**config.mk**
```make
export PLATFORM = sky130hd
export DESIGN_NAME = chunked_add_sub_flat
export DESIGN_NICKNAME = d
export VERILOG_FILES = /design/src/rtl/chunked_add_sub_if.sv /design/src/rtl/chunked_add_sub.sv /design/src/flat_wrapper.sv
export SDC_FILE = /design/constraint.sdc
export NUM_CORES = 1
export LEC_CHECK = 0
export BUFFER_PORTS_ARGS = -buffer_cell sky130_fd_sc_hd__buf_2
export CAP_MARGIN = 30
export CELL_PAD_IN_SITES_DETAIL_PLACEMENT = 0
export CELL_PAD_IN_SITES_GLOBAL_PLACEMENT = 1
export CORE_UTILIZATION = 37
export CTS_CLUSTER_DIAMETER = 30
export DETAILED_ROUTE_END_ITERATION = 12
export PLACE_DENSITY = 0.77
export SLEW_MARGIN = 5
export SYNTH_ARGS = -nofsm -noshare
export SYNTH_HDL_FRONTEND = slang
export SYNTH_SLANG_ARGS = --single-unit
```
**constraint.sdc**
```tcl
create_clock -name clk -period 2.6 [get_ports clk]
set_input_delay 0.52 -clock clk [delete_from_list [all_inputs] [get_ports clk]]
set_output_delay 0.52 -clock clk [all_outputs]
set_load 0.02 [all_outputs]
```
**src/rtl/chunked_add_sub_if.sv**
```systemverilog
// rtl/chunked_add_sub_if.sv - command/result handshake bundle for chunked_add_sub
// Ports (master = requester, slave = chunked_add_sub):
//   in_valid/in_ready/op/a/b   : command channel, master -> slave
//   out_valid/out_ready        : result channel handshake, slave -> master
//   result/carryout/overflow/zero/finalB/bad_op : result payload, slave -> master
interface chunked_add_sub_if #(
   parameter int WIDTH = 32
);
   logic             in_valid;
   logic             in_ready;
   logic [2:0]       op;
   logic [WIDTH-1:0] a;
   logic [WIDTH-1:0] b;
   logic             out_valid;
   logic             out_ready;
   logic [WIDTH-1:0] result;
   logic             carryout;
   logic             overflow;
   logic             zero;
   logic [WIDTH-1:0] finalB;
   logic             bad_op;

   modport master (
      output in_valid, op, a, b, out_ready,
      input  in_ready, out_valid, result, carryout, overflow, zero, finalB, bad_op
   );

   modport slave (
      input  in_valid, op, a, b, out_ready,
      output in_ready, out_valid, result, carryout, overflow, zero, finalB, bad_op
   );
endinterface

```
**src/rtl/chunked_add_sub.sv**
```systemverilog
// rtl/chunked_add_sub.sv - multi-cycle adder/subtracter processing CHUNK bits per clock
// Ports:
//   clk   : rising-edge clock
//   reset : synchronous active-high reset
//   bus   : chunked_add_sub_if.slave (command in, result + flags out)
// WIDTH must be an integer multiple of CHUNK. Latency is WIDTH/CHUNK cycles from
// the accept edge to out_valid.
module chunked_add_sub #(
   parameter int WIDTH = 32,
   parameter int CHUNK = 8
) (
   input  logic              clk,
   input  logic              reset,
   chunked_add_sub_if.slave  bus
);
   localparam int NCHUNK = WIDTH / CHUNK;
   localparam int IDXW   = (NCHUNK > 1) ? $clog2(NCHUNK) : 1;

   localparam logic [2:0] OP_ADD = 3'b000;
   localparam logic [2:0] OP_SUB = 3'b001;
   localparam logic [2:0] OP_SLT = 3'b011;

   typedef enum logic [1:0] {IDLE, RUN, DONE} state_t;

   state_t            state;
   state_t            state_next;

   // a_q is consumed low slice first by shifting right. b_q rotates instead, so
   // after NCHUNK slices it is back in its original position and doubles as the
   // finalB output register.
   logic [WIDTH-1:0]  a_q;
   logic [WIDTH-1:0]  b_q;
   logic [WIDTH-1:0]  result_q;
   logic [IDXW-1:0]   idx_q;
   logic              carry_q;
   logic              slt_q;
   logic              bad_op_q;
   logic              carryout_q;
   logic              overflow_q;
   logic              zero_q;

   logic              is_sub;
   logic              is_bad;
   logic              last;
   logic [CHUNK:0]    sum;
   logic              slice_cout;
   logic              slice_msb;
   logic              slice_ovf;
   logic              slt_bit;
   logic [WIDTH-1:0]  sum_ext;
   logic [WIDTH-1:0]  result_shift;
   logic [WIDTH-1:0]  b_rot;

   assign is_sub = (bus.op == OP_SUB) || (bus.op == OP_SLT);
   assign is_bad = (bus.op != OP_ADD) && (bus.op != OP_SUB) && (bus.op != OP_SLT);
   assign last   = (idx_q == IDXW'(NCHUNK - 1));

   always_comb begin
      sum        = {1'b0, a_q[CHUNK-1:0]} + {1'b0, b_q[CHUNK-1:0]} + {{CHUNK{1'b0}}, carry_q};
      slice_cout = sum[CHUNK];
      slice_msb  = sum[CHUNK-1];
      // Carry into the slice MSB recovered from its sum bit: s = a ^ b ^ cin.
      slice_ovf  = (a_q[CHUNK-1] ^ b_q[CHUNK-1] ^ slice_msb) ^ slice_cout;
      slt_bit    = slice_msb ^ slice_ovf;
      sum_ext    = '0;
      sum_ext[CHUNK-1:0] = sum[CHUNK-1:0];
      // New slice enters at the top; after NCHUNK shifts slice 0 sits at bit 0.
      result_shift = (result_q >> CHUNK) | (sum_ext << (WIDTH - CHUNK));
      b_rot        = (b_q >> CHUNK) | (b_q << (WIDTH - CHUNK));
   end

   always_ff @(posedge clk) begin
      if (reset) begin
         state <= IDLE;
      end else begin
         state <= state_next;
      end
   end

   always_comb begin
      state_next = state;
      case (state)
         IDLE:    if (bus.in_valid) state_next = RUN;
         RUN:     if (last)         state_next = DONE;
         DONE:    if (bus.out_ready) state_next = IDLE;
         default: state_next = IDLE;
      endcase
   end

   always_ff @(posedge clk) begin
      if (reset) begin
         a_q        <= '0;
         b_q        <= '0;
         result_q   <= '0;
         idx_q      <= '0;
         carry_q    <= 1'b0;
         slt_q      <= 1'b0;
         bad_op_q   <= 1'b0;
         carryout_q <= 1'b0;
         overflow_q <= 1'b0;
         zero_q     <= 1'b0;
      end else begin
         case (state)
            IDLE: begin
               if (bus.in_valid) begin
                  a_q      <= bus.a;
                  b_q      <= is_sub ? ~bus.b : bus.b;
                  carry_q  <= is_sub;
                  slt_q    <= (bus.op == OP_SLT);
                  bad_op_q <= is_bad;
                  idx_q    <= '0;
               end
            end
            RUN: begin
               a_q     <= a_q >> CHUNK;
               b_q     <= b_rot;
               carry_q <= slice_cout;
               idx_q   <= idx_q + 1'b1;
               if (last && slt_q) begin
                  result_q   <= WIDTH'(slt_bit);
                  carryout_q <= 1'b0;
                  overflow_q <= 1'b0;
                  zero_q     <= ~slt_bit;
               end else if (last) begin
                  result_q   <= result_shift;
                  carryout_q <= slice_cout;
                  overflow_q <= slice_ovf;
                  zero_q     <= (result_shift == '0);
               end else begin
                  result_q   <= result_shift;
               end
            end
            default: ;
         endcase
      end
   end

   assign bus.in_ready  = (state == IDLE);
   assign bus.out_valid = (state == DONE);
   assign bus.result    = result_q;
   assign bus.carryout  = carryout_q;
   assign bus.overflow  = overflow_q;
   assign bus.zero      = zero_q;
   assign bus.finalB    = b_q;
   assign bus.bad_op    = bad_op_q;
endmodule

```
**src/flat_wrapper.sv**
```systemverilog
// flat-port wrapper written by rule: the top's interface ports become plain ports
module chunked_add_sub_flat 
#(
   parameter int WIDTH = 32,
   parameter int CHUNK = 8
)
  (clk, reset, bus_in_valid, bus_op, bus_a, bus_b, bus_out_ready, bus_in_ready, bus_out_valid, bus_result, bus_carryout, bus_overflow, bus_zero, bus_finalB, bus_bad_op);
  chunked_add_sub_if #(.WIDTH(WIDTH)) bus_i ();
  input  logic clk;
  input  logic reset;
  input wire logic [$bits(bus_i.in_valid)-1:0] bus_in_valid;
  input wire logic [$bits(bus_i.op)-1:0] bus_op;
  input wire logic [$bits(bus_i.a)-1:0] bus_a;
  input wire logic [$bits(bus_i.b)-1:0] bus_b;
  input wire logic [$bits(bus_i.out_ready)-1:0] bus_out_ready;
  output wire logic [$bits(bus_i.in_ready)-1:0] bus_in_ready;
  output wire logic [$bits(bus_i.out_valid)-1:0] bus_out_valid;
  output wire logic [$bits(bus_i.result)-1:0] bus_result;
  output wire logic [$bits(bus_i.carryout)-1:0] bus_carryout;
  output wire logic [$bits(bus_i.overflow)-1:0] bus_overflow;
  output wire logic [$bits(bus_i.zero)-1:0] bus_zero;
  output wire logic [$bits(bus_i.finalB)-1:0] bus_finalB;
  output wire logic [$bits(bus_i.bad_op)-1:0] bus_bad_op;
  assign bus_i.in_valid = bus_in_valid;
  assign bus_i.op = bus_op;
  assign bus_i.a = bus_a;
  assign bus_i.b = bus_b;
  assign bus_i.out_ready = bus_out_ready;
  assign bus_in_ready = bus_i.in_ready;
  assign bus_out_valid = bus_i.out_valid;
  assign bus_result = bus_i.result;
  assign bus_carryout = bus_i.carryout;
  assign bus_overflow = bus_i.overflow;
  assign bus_zero = bus_i.zero;
  assign bus_finalB = bus_i.finalB;
  assign bus_bad_op = bus_i.bad_op;
  chunked_add_sub #(.WIDTH(WIDTH), .CHUNK(CHUNK)) u_core (.clk(clk), .reset(reset), .bus(bus_i));
endmodule
```
=== Yosys cells after proc, flatten, opt, wreduce, memory -nomap -nowiden ===
Cells that the tools add are included.

* Input port bits: 71
* Flip-flop bits (word level): 106

* Bitwise gates (word level): 8
* $add $sub $neg: 3
* Reduce and logical (&&, ||, !) cells: 13
* Equality and inequality tests: 10
* Muxes and demuxes: 20

{| class="wikitable"
|+ Operators with widths
! cell !! count
|-
| two-way mux 32 bit || 4
|-
| case mux 32 bit (2 select lines) || 2
|-
| OR 24 x 32 -> 32 bit || 2
|-
| zero test 32 bit || 1
|-
| NOT 32 bit || 1
|-
| adder 8 x 8 -> 9 bit || 1
|-
| adder 9 x 1 -> 9 bit || 1
|-
| two-way mux 2 bit || 4
|-
| two-way mux 1 bit || 7
|-
| case mux 2 bit (3 select lines) || 1
|-
| AND reduction 2 bit || 3
|-
| equality test 2 bit (second input constant) || 2
|-
| != test 2 bit (second input constant) || 2
|-
| case mux 2 bit (2 select lines) || 1
|-
| nonzero test 2 bit || 2
|-
| bitwise XOR 1 bit || 4
|-
| equality test 3 x 1 -> 1 bit (second input constant) || 1
|-
| equality test 3 x 2 -> 1 bit (second input constant) || 1
|-
| logical AND 1 bit || 3
|-
| != test 3 x 1 -> 1 bit (second input constant) || 1
|-
| != test 3 x 2 -> 1 bit (second input constant) || 1
|-
| AND reduction 3 bit || 1
|-
| nonzero test 3 bit || 1
|-
| adder 2 x 1 -> 2 bit (second input constant) || 1
|-
| 6 further kinds || 6
|}

=== Logic depth before layout (Yosys ltp) ===
Gate-level depths: netlist (run 1).

* Depth in word-level cells: 7
* Depth in mapped cells: 8
* Gate-level depth less buffers: 8

=== Least setup slack after synthesis (run 1) ===
OpenSTA, ideal clock, no wires.

* Path kind: reg-to-reg
* Start: reg u_core.b_q[0] (netlist: u_core.bus.finalB[0])
* End: reg u_core.zero_q (netlist: u_core.bus.zero)
* Path slack: 0.083 ns
* Setup time: 0.057 ns
* Stages on the path, launching flop included: 9
* Arrival: 2.460 ns
* Buffers on the path: 0
* Path through: dfxtp_1 > inv_1 > fa_1 > fa_1 > and4bb_2 > nand2_1 > or4_1 > nor3_2 > a21o_1

* Word-level cells in the longest chain between the ends: 7

{| class="wikitable"
|+ RTL lines
! element !! line !! source
|-
| start, declared || chunked_add_sub.sv:32 || <nowiki>logic [WIDTH-1:0] b_q;</nowiki>
|-
| start signal, assigned || chunked_add_sub.sv:107 || <nowiki>b_q <= is_sub ? ~bus.b : bus.b;</nowiki>
|-
| start signal, assigned || chunked_add_sub.sv:116 || <nowiki>b_q <= b_rot;</nowiki>
|-
| adder 8 x 8 -> 9 bit * || chunked_add_sub.sv:59 || <nowiki>sum = {1'b0, a_q[CHUNK-1:0]} + {1'b0, b_q[CHUNK-1:0]} + {{CHUNK{1'b0}}, carry_q};</nowiki>
|-
| adder 9 x 1 -> 9 bit * || chunked_add_sub.sv:59 ||
|-
| branches (longest 4 deep; another with OR 24 x 32 -> 32 bit) || n/a ||
|-
| two-way mux 1 bit * || chunked_add_sub.sv:119 || <nowiki>if (last && slt_q) begin</nowiki>
|-
| end signal, assigned || chunked_add_sub.sv:123 || <nowiki>zero_q <= ~slt_bit;</nowiki>
|-
| end signal, assigned || chunked_add_sub.sv:128 || <nowiki>zero_q <= (result_shift == '0);</nowiki>
|-
| end, declared || chunked_add_sub.sv:40 || <nowiki>logic zero_q;</nowiki>
|}

Mark *: on every way between the ends. The select of a mux whose other input is x is not followed.
A chain may end at the register's enable or synchronous reset.

=== Worst setup path in the final report (run 1) ===
Ends and elaborated chain as after synthesis.

==> results of run 1 <==
[tightest hold or removal path, stage by stage]
cell     delay [ps]
buf_2           100
nand2_1          40
a21oi_1          50
[path summary, 6_finish.rpt]
check	to	depth (start not counted)
worst max-delay path	u_core.bus.zero$_SDFFE_PP0P_	8
worst min-delay path	u_core.a_q[27]$_SDFFE_PP0P_	3
worst max register to register	u_core.bus.zero$_SDFFE_PP0P_	8
worst min register to register	u_core.a_q[23]$_SDFFE_PP0P_	2
[metal layers]
layer	wire length [um]	global-route usage
met3	770	0.0501
met2	6640	0.365
met1	5850	0.257
met5	0	0
met4	148	0.0693
[Yosys cell counts (2+ instances only)]
library cell    n  area, sq um
dfxtp_1       106         2120
o22a_1         13          114
nor4_1          4         25.0
a221oi_1       13          114
o41ai_1         2         17.5
nor2b_1         4         25.0
xnor2_1        18          158
or4_1           3         22.5
xor2_1          7         61.3
o21ai_0        16         80.1
clkbuf_1       35          131
buf_1           7         26.3
a211oi_1        4         30.0
inv_1          11         41.3
nand4_1         2         12.5
a22oi_1        57          428
nand2b_1        2         12.5
fa_1            2         40.0
buf_6           2         22.5
ha_1            9          113
nand2_1        52          195
a21oi_1        68          340
nand3_1        12         60.1
nor2_1        102          383
[through the flow]
step                utilization  power, mW
floorplan                     -       2.34
global placement          0.454       2.59
detailed placement        0.455       2.61
CTS                       0.484       4.22
global route              0.486       4.39
finish                    0.486       4.18
[power groups by stage]
stage	clock, mW	sequential, mW	combinational (mW)
3_3_place_gp	0	1.85	0.740
6_report	1.61	1.82	0.755
5_1_grt	1.72	1.83	0.839
2_1_floorplan	0	1.91	0.429
3_5_place_dp	0	1.85	0.756
4_1_cts	1.65	1.82	0.758
[area by class of cell]
cell class                 instances  area (sq um)
sequential                       106          2120
tap                              168           210
inverter                          11          41.3
clock buffer                      10           229
timing repair buffer             153           808
fill                            1280          6280
clock inverter                     5           128
multi-input combinational        407          2390
[state kept, by name, summed over array words and instances, names as in the netlist]
name,cells
u_core.bus.result,32
u_core.state,2
u_core.carry_q,1
u_core.bus.overflow,1
u_core.idx_q,2
u_core.bus.carryout,1
u_core.bus.finalB,32
u_core.slt_q,1
u_core.a_q,32
u_core.bus.zero,1
u_core.bus.bad_op,1
[kinds of logic after synthesis]
family                   after synthesis
flip-flops                           106
AND/OR/NAND/NOR                      189
buffers and inverters                 56
AO/OA/AOI/OAI                        182
adder cells (fa/ha/maj)               11
XOR/XNOR                              25
[timing repair]
item                                    CTS  global route
endpoints found under the setup margin    0             2
setup buffers                             0             1
resized for setup                         0             3
==> metrics.md, run 1 <==
| Metric | Value |
|---|---|
| Net Sw Frac | `0.270` |
| Gr usage total | `0.211` |
| Syn_nets | `651` |
| Post-synthesis mux area share | `0` |
| Most common cell after layout, fill and taps aside | `buf_2` |
| Dpl cell area | `5560 sq um` |
| HP Start | `bus_a[27]` |
| CP max-delay cell | `fa_1` |
| Remaining DRCs | `0` |
| Synth Area per Inst | `8.28 sq um` |
| Critical path arrival | `2710 ps` |
| Worst-path clk slew | `70 ps` |
| Sequential area share after synthesis | `0.450` |
| Max VDD drop | `306 uV` |
| Initial core utilization | `0.386` |
| CP Class | `reg2reg` |
| Post-Syn Area | `4710 sq um` |
| RR Startpoint | `u_core.bus.finalB[0]$_SDFFE_PP0P_` |
| Hold Violations, Final | `0` |
| Startpoint Class | `register` |
| Combinational power share | `0.180` |
| Critical-path cell list | `inv_1 > fa_2 > fa_1 > and4bb_2 > nand2_1 > or4_1 > nor3_2 > a21o_1` |
| Pre-CTS setup slack | `129 ps` |
| Register share of total power | `0.434` |
| # setup viols final | `0` |
| Complex-gate fraction of the synthesized area | `0.254` |
| Min-Delay Path Class | `in2reg` |
| Vias | `4505` |
| Clock Path Buffers | `2` |
| Ys Warns | `0` |
| Slew Limit Fails | `0` |
| Core Region | `12200 sq um` |
| Most frequent cells in the layout | `139 x buf_2, 106 x dfxtp_1, 99 x nor2_1, 68 x a21oi_1, 57 x a22oi_1` |
| Initial DRC count | `252` |
| RSZ-0062 raised after global routing | `false` |
| Post-route cell area | `5930 sq um` |
| Slew @ Worst Pin | `900 ps` |
| FFs w/ async S/R, synth | `0` |
| PnR worst setup slack | `181 ps` |
| PwrDens | `705 nW/um^2` |
| Outcome | `finished, final reports clean` |
| Tmin final | `2420 ps` |
| Fin crit share | `0.930` |
| Antenna violations before repair | `1` |
| Drt total wl | `13.4 mm` |
| IO Count | `141` |
| Overflow after GRT | `0` |
| Share of cells above drive strength 1 | `0.256` |
| CTS Buf Count | `9` |
| Port bufs | `140` |
| First-pass GRT wire length | `21.8 mm` |
| Critical path's largest stage delay | `540 ps` |
| Synth Area in XOR/XNOR | `0.0465` |
| Max-Cap Viols | `0` |
| Num rows | `40` |
| Highest Clock Rate | `413 MHz` |
| Leakage | `2.54 nW` |
| Setup_tns | `0 ps` |
| Final weighted congestion in routability-driven placement | `0.834` |
| Synthesis-to-layout area growth | `25.9%` |
| Largest net degree at the start of global routing | `60` |
| Ys flop type | `dfxtp_1` |
| Internal Pwr Total | `3.05 mW` |
| Post-synth cell types | `42` |
| CTS tree | `built` |
| Hpwl dp | `9.59 mm` |
| Post-synthesis simple-gate area fraction | `0.169` |
| CP Launch Point | `u_core.bus.finalB[0]$_SDFFE_PP0P_` |
| Fin Hold WS | `412 ps` |
| Die W | `115 um` |
| Root Buffer | `clkbuf_16` |
| Slew HR | `0.398` |
| Die ar. | `13200 sq um` |
| Die height | `115 um` |
| Wire per inst | `15.6 um` |
| Area share of fa/ha/maj cells after synthesis | `0.0324` |
| Sw power | `1.13 mW` |
| Final Non-Filler Cells | `860` |
| Hold buffer count at CTS | `0` |
| NumNets Final | `770` |
| Number of inserted diodes | `0` |
| Final clock skew | `6.51 ps` |
| #FFs+latches synth | `106` |
| Setup crit end kind | `register` |
| Post-synth EDFFs | `0` |
| WP buf/inv | `1` |
| Main combinational cell family by area after synthesis | `compound AO/OA/AOI/OAI gates` |
| Routed Antenna Nets | `0` |
| Syn Inst Count | `569` |
| CTS H-tree lvls | `3` |
| Vias/cell | `5.24` |
| 1st-pass router iterations | `5` |
| Later-pin clock latency in the skew report | `340 ps` |
| Cell family with most CP delay | `adder cells` |
| Vias in the first global route | `4407` |
| Clock Sink Count | `106` |
| R2r setup slk | `180 ps` |
| CP max FO | `3` |
| Placed Cells | `844` |
| Worst EP required | `2890 ps` |
| Clock share of power | `0.386` |
Note: power is estimated with default switching activity, not from simulation.
==> run 2, diff against run 1 <==
- PLACE_DENSITY: 0.77 -> default
- PLACE_DENSITY_LB_ADDON: default -> 0.1
- RECOVER_POWER: default -> 50
==> metrics.md, run 2 (same netlist as run 1, synthesis figures left out) <==
| Metric | Value |
|---|---|
| Outcome | `finished, final reports clean` |
| Drt total wl | `13.7 mm (+2.0%)` |
| Fillers | `1318 (+3.0%)` |
| Initial DRC count | `341 (+35%)` |
| Number of inserted diodes | `0 (unchanged)` |
| Die W | `115 um (unchanged)` |
| Antenna violations before repair | `0 (-1)` |
| # Post-CTS Setup Buffers | `0 (unchanged)` |
| Num rows | `40 (unchanged)` |
| Clock Path Buffers | `2 (unchanged)` |
| Largest net degree at the start of global routing | `108 (+80%)` |
| Multi-input logic area | `2390 sq um (-0.21%)` |
| Max-Cap Viols | `0 (unchanged)` |
| CP Class | `reg2reg` |
| Max VDD drop | `280 uV (-8.5%)` |
| Clock Sink Count | `106 (unchanged)` |
| Worst-path clk slew | `70 ps (about the same)` |
| CTS tree | `built` |
| Synthesis-to-layout area growth | `22.4%` |
| Slew Limit Fails | `0 (unchanged)` |
| Port bufs | `140 (unchanged)` |
| Final weighted congestion in routability-driven placement | `0.776 (-6.9%)` |
| Overflow after GRT | `0 (unchanged)` |
| # resized after CTS | `0 (unchanged)` |
| Most frequent cells in the layout | `106 x dfxtp_1, 99 x nor2_1, 72 x clkbuf_1, 69 x buf_2, 68 x a21oi_1` |
| PnR worst setup slack | `189 ps (+7.98 ps)` |
| Critical path arrival | `2710 ps (about the same)` |
| Vias in the first global route | `4372 (-0.79%)` |
| Final clock skew | `7.06 ps (+0.553 ps)` |
| Setup crit end kind | `register` |
| Storage element area | `2120 sq um (unchanged)` |
| Startpoint Class | `register` |
| First-pass GRT wire length | `22.0 mm (+0.79%)` |
| Vias/cell | `5.26 (+0.40%)` |
| Gr usage total | `0.213 (+0.00224)` |
| # setup viols final | `0 (unchanged)` |
| Wire per inst | `15.9 um (+2.0%)` |
| Hold Violations, Final | `0 (unchanged)` |
| Most common cell after layout, fill and taps aside | `dfxtp_1` |
| Pre-CTS setup slack | `91.5 ps (-37.2 ps)` |
| Later-pin clock latency in the skew report | `350 ps (about the same)` |
| Core Region | `12200 sq um (unchanged)` |
| PwrDens | `677 nW/um^2 (-4.0%)` |
| Tmin final | `2410 ps (-7.98 ps)` |
| IO Count | `141 (unchanged)` |
| Initial core utilization | `0.386 (unchanged)` |
| Hold buffer count at CTS | `0 (unchanged)` |
| NumNets Final | `770 (unchanged)` |
| Placed Cells | `845 (+0.12%)` |
| Die ar. | `13200 sq um (unchanged)` |
| Vias | `4523 (+0.40%)` |
| 1st-pass router iterations | `4 (-1)` |
| Die height | `115 um (unchanged)` |
| Routed Antenna Nets | `0 (unchanged)` |
| RSZ-0062 raised after global routing | `false` |
| Fin Hold WS | `408 ps (-4.05 ps)` |
| Final Non-Filler Cells | `860 (unchanged)` |
| Min-Delay Path Class | `in2reg` |
| Total Power | `3.91 mW (-6.6%)` |
| Highest Clock Rate | `415 MHz (+0.33%)` |
| CTS Buf Count | `9 (unchanged)` |
| Slew HR | `0.258 (-0.140)` |
| Share of cells above drive strength 1 | `0.152 (-0.104)` |
| Slew @ Worst Pin | `1110 ps (+214 ps)` |
| Remaining DRCs | `0 (unchanged)` |
| Fin crit share | `0.927 (-0.00307)` |
| Root Buffer | `clkbuf_16` |
| CTS H-tree lvls | `3 (unchanged)` |
| Worst EP required | `2900 ps (about the same)` |
| Leakage | `2.23 nW (-12%)` |
| Setup_tns | `0 ps (unchanged)` |
| Hpwl dp | `9.65 mm (+0.66%)` |
| CP max FO | `3 (unchanged)` |
-- run 2: routing by layer --
metal  track usage  vias to the layer above  wire length (um)
met2         0.361                      128              6450
met4        0.0840                        0               254
met5             0                        -                 0
met3        0.0390                       17               712
met1         0.268                     2124              6260
li1              -                     2254                 -
-- run 2: stage by stage --
step	cell area, sq um	util
floorplan	4710	-
global placement	5570	0.456
detailed placement	5570	0.456
CTS	5860	0.480
global route	5770	0.472
finish	5770	0.472
-- run 2: cell type report --
| class | instances | share of cell area |
|---|---|---|
| Sequential cell | 106 | 0.368 |
| Inverter | 11 | 0.00716 |
| Clock buffer | 12 | 0.0428 |
| Timing Repair Buffer | 153 | 0.125 |
| Multi-Input combinational cell | 407 | 0.414 |
| Clock inverter | 3 | 0.00694 |
| Tap cell | 168 | 0.0365 |
-- run 2: final timing paths --
kind	start	endpoint	slack [ps]	depth (start not counted)
worst max-delay path	u_core.bus.finalB[0]$_SDFFE_PP0P_	u_core.bus.zero$_SDFFE_PP0P_	190	8
worst min-delay path	bus_a[29]	u_core.a_q[29]$_SDFFE_PP0P_	410	3
worst max register to register	u_core.bus.finalB[0]$_SDFFE_PP0P_	u_core.bus.zero$_SDFFE_PP0P_	190	8
worst min register to register	u_core.a_q[16]$_SDFFE_PP0P_	u_core.a_q[16]$_SDFFE_PP0P_	460	2
-- run 2: worst max-delay path: stages (launching register included) --
cell      delay [ps]
dfxtp_1          330
inv_1             80
fa_2             410
fa_1             530
and4bb_2         220
nand2_1           50
or4_1            480
nor3_2           120
a21o_1           130
-- run 2: power by group --
| part | total [mW] | internal, mW | switching [mW] |
|---|---|---|---|
| logic | 0.733 | 0.270 | 0.463 |
| registers | 1.82 | 1.73 | 0.0915 |
| clock network | 1.35 | 0.766 | 0.586 |
| total | 3.91 | 2.77 | 1.14 |
